File: src/rtl/bsg_host_tx_serializer.sv
// rtl/bsg_host_tx_serializer.sv - splits width_p host words into LSB-first narrow_p link beats
// Define BSG_HOST_TX_CHECKSUM_EN to append an XOR checksum beat after each word.
module bsg_host_tx_serializer #(
  parameter int width_p  = 64,
  parameter int narrow_p = 16
) (
  input  logic                clk_i,
  input  logic                reset_i,
  input  logic                v_i,
  input  logic [width_p-1:0]  data_i,
  output logic                ready_o,
  output logic                v_o,
  output logic [narrow_p-1:0] data_o,
  output logic                last_o,
  input  logic                ready_i
);

  localparam int n_lp     = width_p / narrow_p;
  localparam int cnt_w_lp = $clog2(n_lp + 1);
`ifdef BSG_HOST_TX_CHECKSUM_EN
  localparam int final_lp = n_lp;
`else
  localparam int final_lp = n_lp - 1;
`endif

  typedef enum logic {IDLE, SEND} state_e;

  state_e              state_q, state_d;
  logic [cnt_w_lp-1:0] cnt_q, cnt_d;
  logic [width_p-1:0]  data_q, data_d;
  logic [narrow_p-1:0] beat;
  logic                final_beat;

  // Beat mux sees only registered state, so data_i never reaches data_o combinationally.
  always_comb begin
    beat = '0;
    for (int k = 0; k < n_lp; k++) begin
      if (cnt_q == cnt_w_lp'(k)) beat = data_q[k*narrow_p +: narrow_p];
    end
`ifdef BSG_HOST_TX_CHECKSUM_EN
    if (cnt_q == cnt_w_lp'(n_lp)) begin
      for (int k = 0; k < n_lp; k++) beat = beat ^ data_q[k*narrow_p +: narrow_p];
    end
`endif
  end

  assign final_beat = (cnt_q == cnt_w_lp'(final_lp));
  assign v_o        = (state_q == SEND);
  assign last_o     = v_o & final_beat;
  assign data_o     = v_o ? beat : '0;
  // ready_i -> ready_o is combinational so a new word can follow the last beat without a bubble.
  assign ready_o    = ~reset_i & ((state_q == IDLE) | (v_o & final_beat & ready_i));

  always_comb begin
    state_d = state_q;
    cnt_d   = cnt_q;
    data_d  = data_q;
    unique case (state_q)
      IDLE: begin
        if (v_i) begin
          data_d  = data_i;
          cnt_d   = '0;
          state_d = SEND;
        end
      end
      SEND: begin
        if (ready_i) begin
          if (final_beat) begin
            cnt_d = '0;
            if (v_i) data_d = data_i;
            else     state_d = IDLE;
          end else begin
            cnt_d = cnt_q + 1'b1;
          end
        end
      end
      default: state_d = IDLE;
    endcase
  end

  always_ff @(posedge clk_i or posedge reset_i) begin
    if (reset_i) begin
      state_q <= IDLE;
      cnt_q   <= '0;
      data_q  <= '0;
    end else begin
      state_q <= state_d;
      cnt_q   <= cnt_d;
      data_q  <= data_d;
    end
  end

endmodule

File: config.mk
export PLATFORM = sky130hd
export DESIGN_NAME = bsg_host_tx_serializer
export DESIGN_NICKNAME = d
export VERILOG_FILES = /design/src/rtl/bsg_host_tx_serializer.sv
export SDC_FILE = /design/constraint.sdc
export NUM_CORES = 1
export LEC_CHECK = 0
export ABC_AREA = 0
export ABC_CLOCK_PERIOD_IN_PS = 2500
export BUFFER_PORTS_ARGS = -buffer_cell sky130_fd_sc_hd__buf_2
export CAP_MARGIN = 20
export CORE_UTILIZATION = 30
export DETAILED_ROUTE_END_ITERATION = 8
export PLACE_DENSITY = 0.55
export SETUP_SLACK_MARGIN = 0.1
export SYNTH_ARGS = -nofsm -noshare
export SYNTH_HDL_FRONTEND = slang
export SYNTH_SLANG_ARGS = --single-unit
File: constraint.sdc
create_clock -name clk_i -period 2.5 [get_ports clk_i]
set_input_delay 0.125 -clock clk_i [delete_from_list [all_inputs] [get_ports clk_i]]
set_output_delay 0.125 -clock clk_i [all_outputs]
set_load 0.01 [all_outputs]
==> summary.txt <==
Route
  – DRC viols: 0
  – Via-to-Cell Ratio: around 4.6
  – Drt pass-1 iters: 4
  – Starting DRC count in detailed routing: around 90
  – Via count: roughly 2400
  – Routed WL: roughly 7800 µm
  – Routed len/inst: about 15 µm
  – ANT nets after route: 0

Timing
  – Max_slew headroom: between 40% and 50%
  – Final worst path period share: about nine tenths
  – Final Hold Violating Endpoints: 0
  – Max Clock Freq: 452 MHz
  – Setup TNS: 0 ns
  – Tmin final: ~2.2 ns
  – Hold Worst Slack: between 0.015 and 0.02 ns
  – Worst slew pin tran: roughly 0.86 ns
  – RSZ-0062 raised after global routing: no
  – Clock Skew: 0.0132 ns
  – Setup Viol. Count Final: 0
  – Pins Over Slew Limit: 0

Die
  – CORE AREA: ~10000 µm²
  – Die Width: 105 µm
  – Die Span Y: between 100 and 150 µm
  – Std cell rows: 37
  – IO Count: 87
  – Initial Utilization: about 31%
  – DIE AREA: around 11000 µm²

Synth
  – Seq cells post-synth: just under 70
  – Library cells used by synthesis: 29
  – Net Count, Synth: 323
  – Register area share after synthesis: a little over half
  – Cells after Synth: 251
  – Cell area after synthesis: roughly 3200 µm²
  – Yosys warns: 0
  – Syn avg cell area: 12.7 µm²

Clock tree
  – Clock-pin slew on the worst setup and hold paths: 0.08 ns
  – CTS root buffer: clkbuf_8
  – Clk buf depth: 2
  – Clock sink count: about 70
  – H-tree depth: 3
  – CTS tree: done
  – CTS Buf Count: 9
  – Clock latency on the worst-skew pair: around 0.34 ns

Power
  – Leak: between 1.5 and 2 nW
  – Worst vdd rail ir drop: between 0.5 and 0.6 mV
  – PD cells: 1180 nW/µm²

Status
  – Status: completed

Finish
  – Layout cell share with drive strength beyond 1: between 40% and 50%
  – Nets: between 400 and 500
  – Post-route cell area: about 4200 µm²
  – # fillers: 1007
  – Area grow syn2layout: 33.0%

Placed design
  – Placer Congestion: 0.784
  – Post-DP Area: 3760 µm²
  – Port bufs: 86
  – Post-DP HPWL: between 5000 and 6000 µm

Worst hold path
  – Hold wc startpoint: data_i[50]
  – Cells on Worst Hold Path: 2
  – Worst Hold Path EP: data_q[50]
  – HP Class: primary input to flop

Global routing
  – Largest net degree at the start of global routing: between 60 and 70
  – Vias in the first global route: between 2000 and 3000
  – Initial antenna violation count: 0
  – All-layer global routing usage: ~15%
  – First-pass GRT wire length: 13200 µm
  – Total global routing overflow: 0

Critical path
  – R2R Path End: data_q[15]
  – R2R setup slack: 0.66 ns
  – Reg2Reg Depth: 5
  – Startpoint type of the worst setup path: flop
  – Crit path capture type: primary output
  – Worst endpoint data arrival time: 2.09 ns
  – Crit path kind: flop to primary output
  – Critical path required time: between 2 and 2.5 ns
  – Reg2reg start: cnt_q[0]
  – Max FO, Critical Path: 9

Flow run
  – Max Cap Viol: 0
-- registers in the layout, indices dropped and copies added (netlist names) --
signal	count
cnt_q	3
data_q	64
v_o	1
-- cells in the final DEF, fill, tap and decap left out, types with 5 or more instances in the layout --
cell,synthesis,final
clkbuf_8,0,10
buf_2,5,86
o21a_1,12,12
buf_4,2,8
mux2_2,59,59
o21ai_0,18,18
nand2_1,13,13
dlygate4sd3_1,0,30
mux2_1,5,5
a22o_1,12,12
dfrtp_1,68,68
a21oi_1,12,12
-- critical path, stage by stage, from the launching register on --
cell      delay, ns
dfrtp_1        0.43
inv_1          0.13
ha_1           0.17
nand2b_1       0.23
buf_4          0.26
o21a_1         0.19
a22o_1         0.21
buf_2          0.14
-- metal layers --
| layer | GRT usage (%) | part of all wire, % | up-vias |
|---|---|---|---|
| met4 | 3.22 | 0.57 | 0 |
| met5 | 0 | 0 | - |
| li1 | - | - | 1144 |
| met2 | 26.4 | 50 | 71 |
| met1 | 18.4 | 42 | 1150 |
| met3 | 5.61 | 7.0 | 5 |
-- through the flow --
stage	power (mW)	utilization, %	setup WS, ns	instances
CTS	5.09	41.1	0.157	510
floorplan	3.45	-	0.663	251
global placement	4.16	36.4	0.602	464
finish	5.01	41.1	0.287	511
global route	5.42	41.1	0.127	510
detailed placement	4.22	36.4	0.545	464
-- logic make-up (layout without fill, tap and decap cells) --
group | Yosys count | in the layout | synth area share (%)
flip-flops | 68 | 68 | 53.3
AO/OA/AOI/OAI | 67 | 67 | 14.4
multiplexers | 64 | 64 | 22.6
AND/OR/NAND/NOR | 26 | 26 | 4.19
buffers and inverters | 22 | 145 | 3.96
adder cells (fa/ha/maj) | 4 | 4 | 1.57
other | 0 | 1 | 0
-- timing repair --
| item | CTS | global route |
|---|---|---|
| endpoints found under the setup margin | 0 | 9 |
| gates resized for setup | 0 | 2 |
| setup buffers | 0 | 0 |
| hold buffers | 30 | 0 |
| hold endpoints to repair | 30 | 0 |
-- report_power, final --
part           internal (mW)  switching (mW)
logic                   1.18            1.06
clock network          0.385           0.419
registers               1.64           0.326
-- cell usage after synthesis (all sizes together) --
master / number / area (µm²)
a31oi: 1 / 6.26
a21oi: 13 / 76.3
a221oi: 4 / 35.0
a22o: 12 / 105
a21o: 2 / 15.0
or2: 1 / 6.26
nand2b: 2 / 12.5
clkbuf: 7 / 26.3
o22ai: 1 / 6.26
ha: 4 / 50.1
or2b: 1 / 7.51
nand3b: 1 / 7.51
o21ai: 18 / 90.1
inv: 4 / 15.0
o2bb2ai: 4 / 35.0
buf: 11 / 85.1
dfrtp: 68 / 1700
mux2: 64 / 721
and2: 2 / 12.5
nor3b: 1 / 12.5
nor2b: 2 / 12.5
nand2: 13 / 48.8
nor2: 1 / 3.75
nor3: 2 / 10.0
o21a: 12 / 90.1
-- worst max-delay path by stage --
stage          startpoint  slack (ns)    endpoint  cells after the start
6_report         cnt_q[0]        0.29  data_o[15]                      7
4_1_cts          cnt_q[1]        0.16   data_o[2]                      6
5_1_grt          cnt_q[0]        0.13  data_o[15]                      7
3_3_place_gp     cnt_q[0]        0.60   data_o[2]                      6
2_1_floorplan     reset_i        0.66    cnt_q[0]                      1
3_5_place_dp     cnt_q[1]        0.54   data_o[2]                      6
-- cell type report --
type	instances	area [µm²]	area share, %
inverter	4	15.0	0.354
timing repair buffer	125	811	19.1
antenna	1	2.50	0.0589
tap	136	170	4.01
clock buffer	10	138	3.24
multi-input combinational	161	1370	32.2
sequential	68	1700	40.1
clock inverter	6	40.0	0.943
No activity file was read; power rests on OpenSTA's default activity.
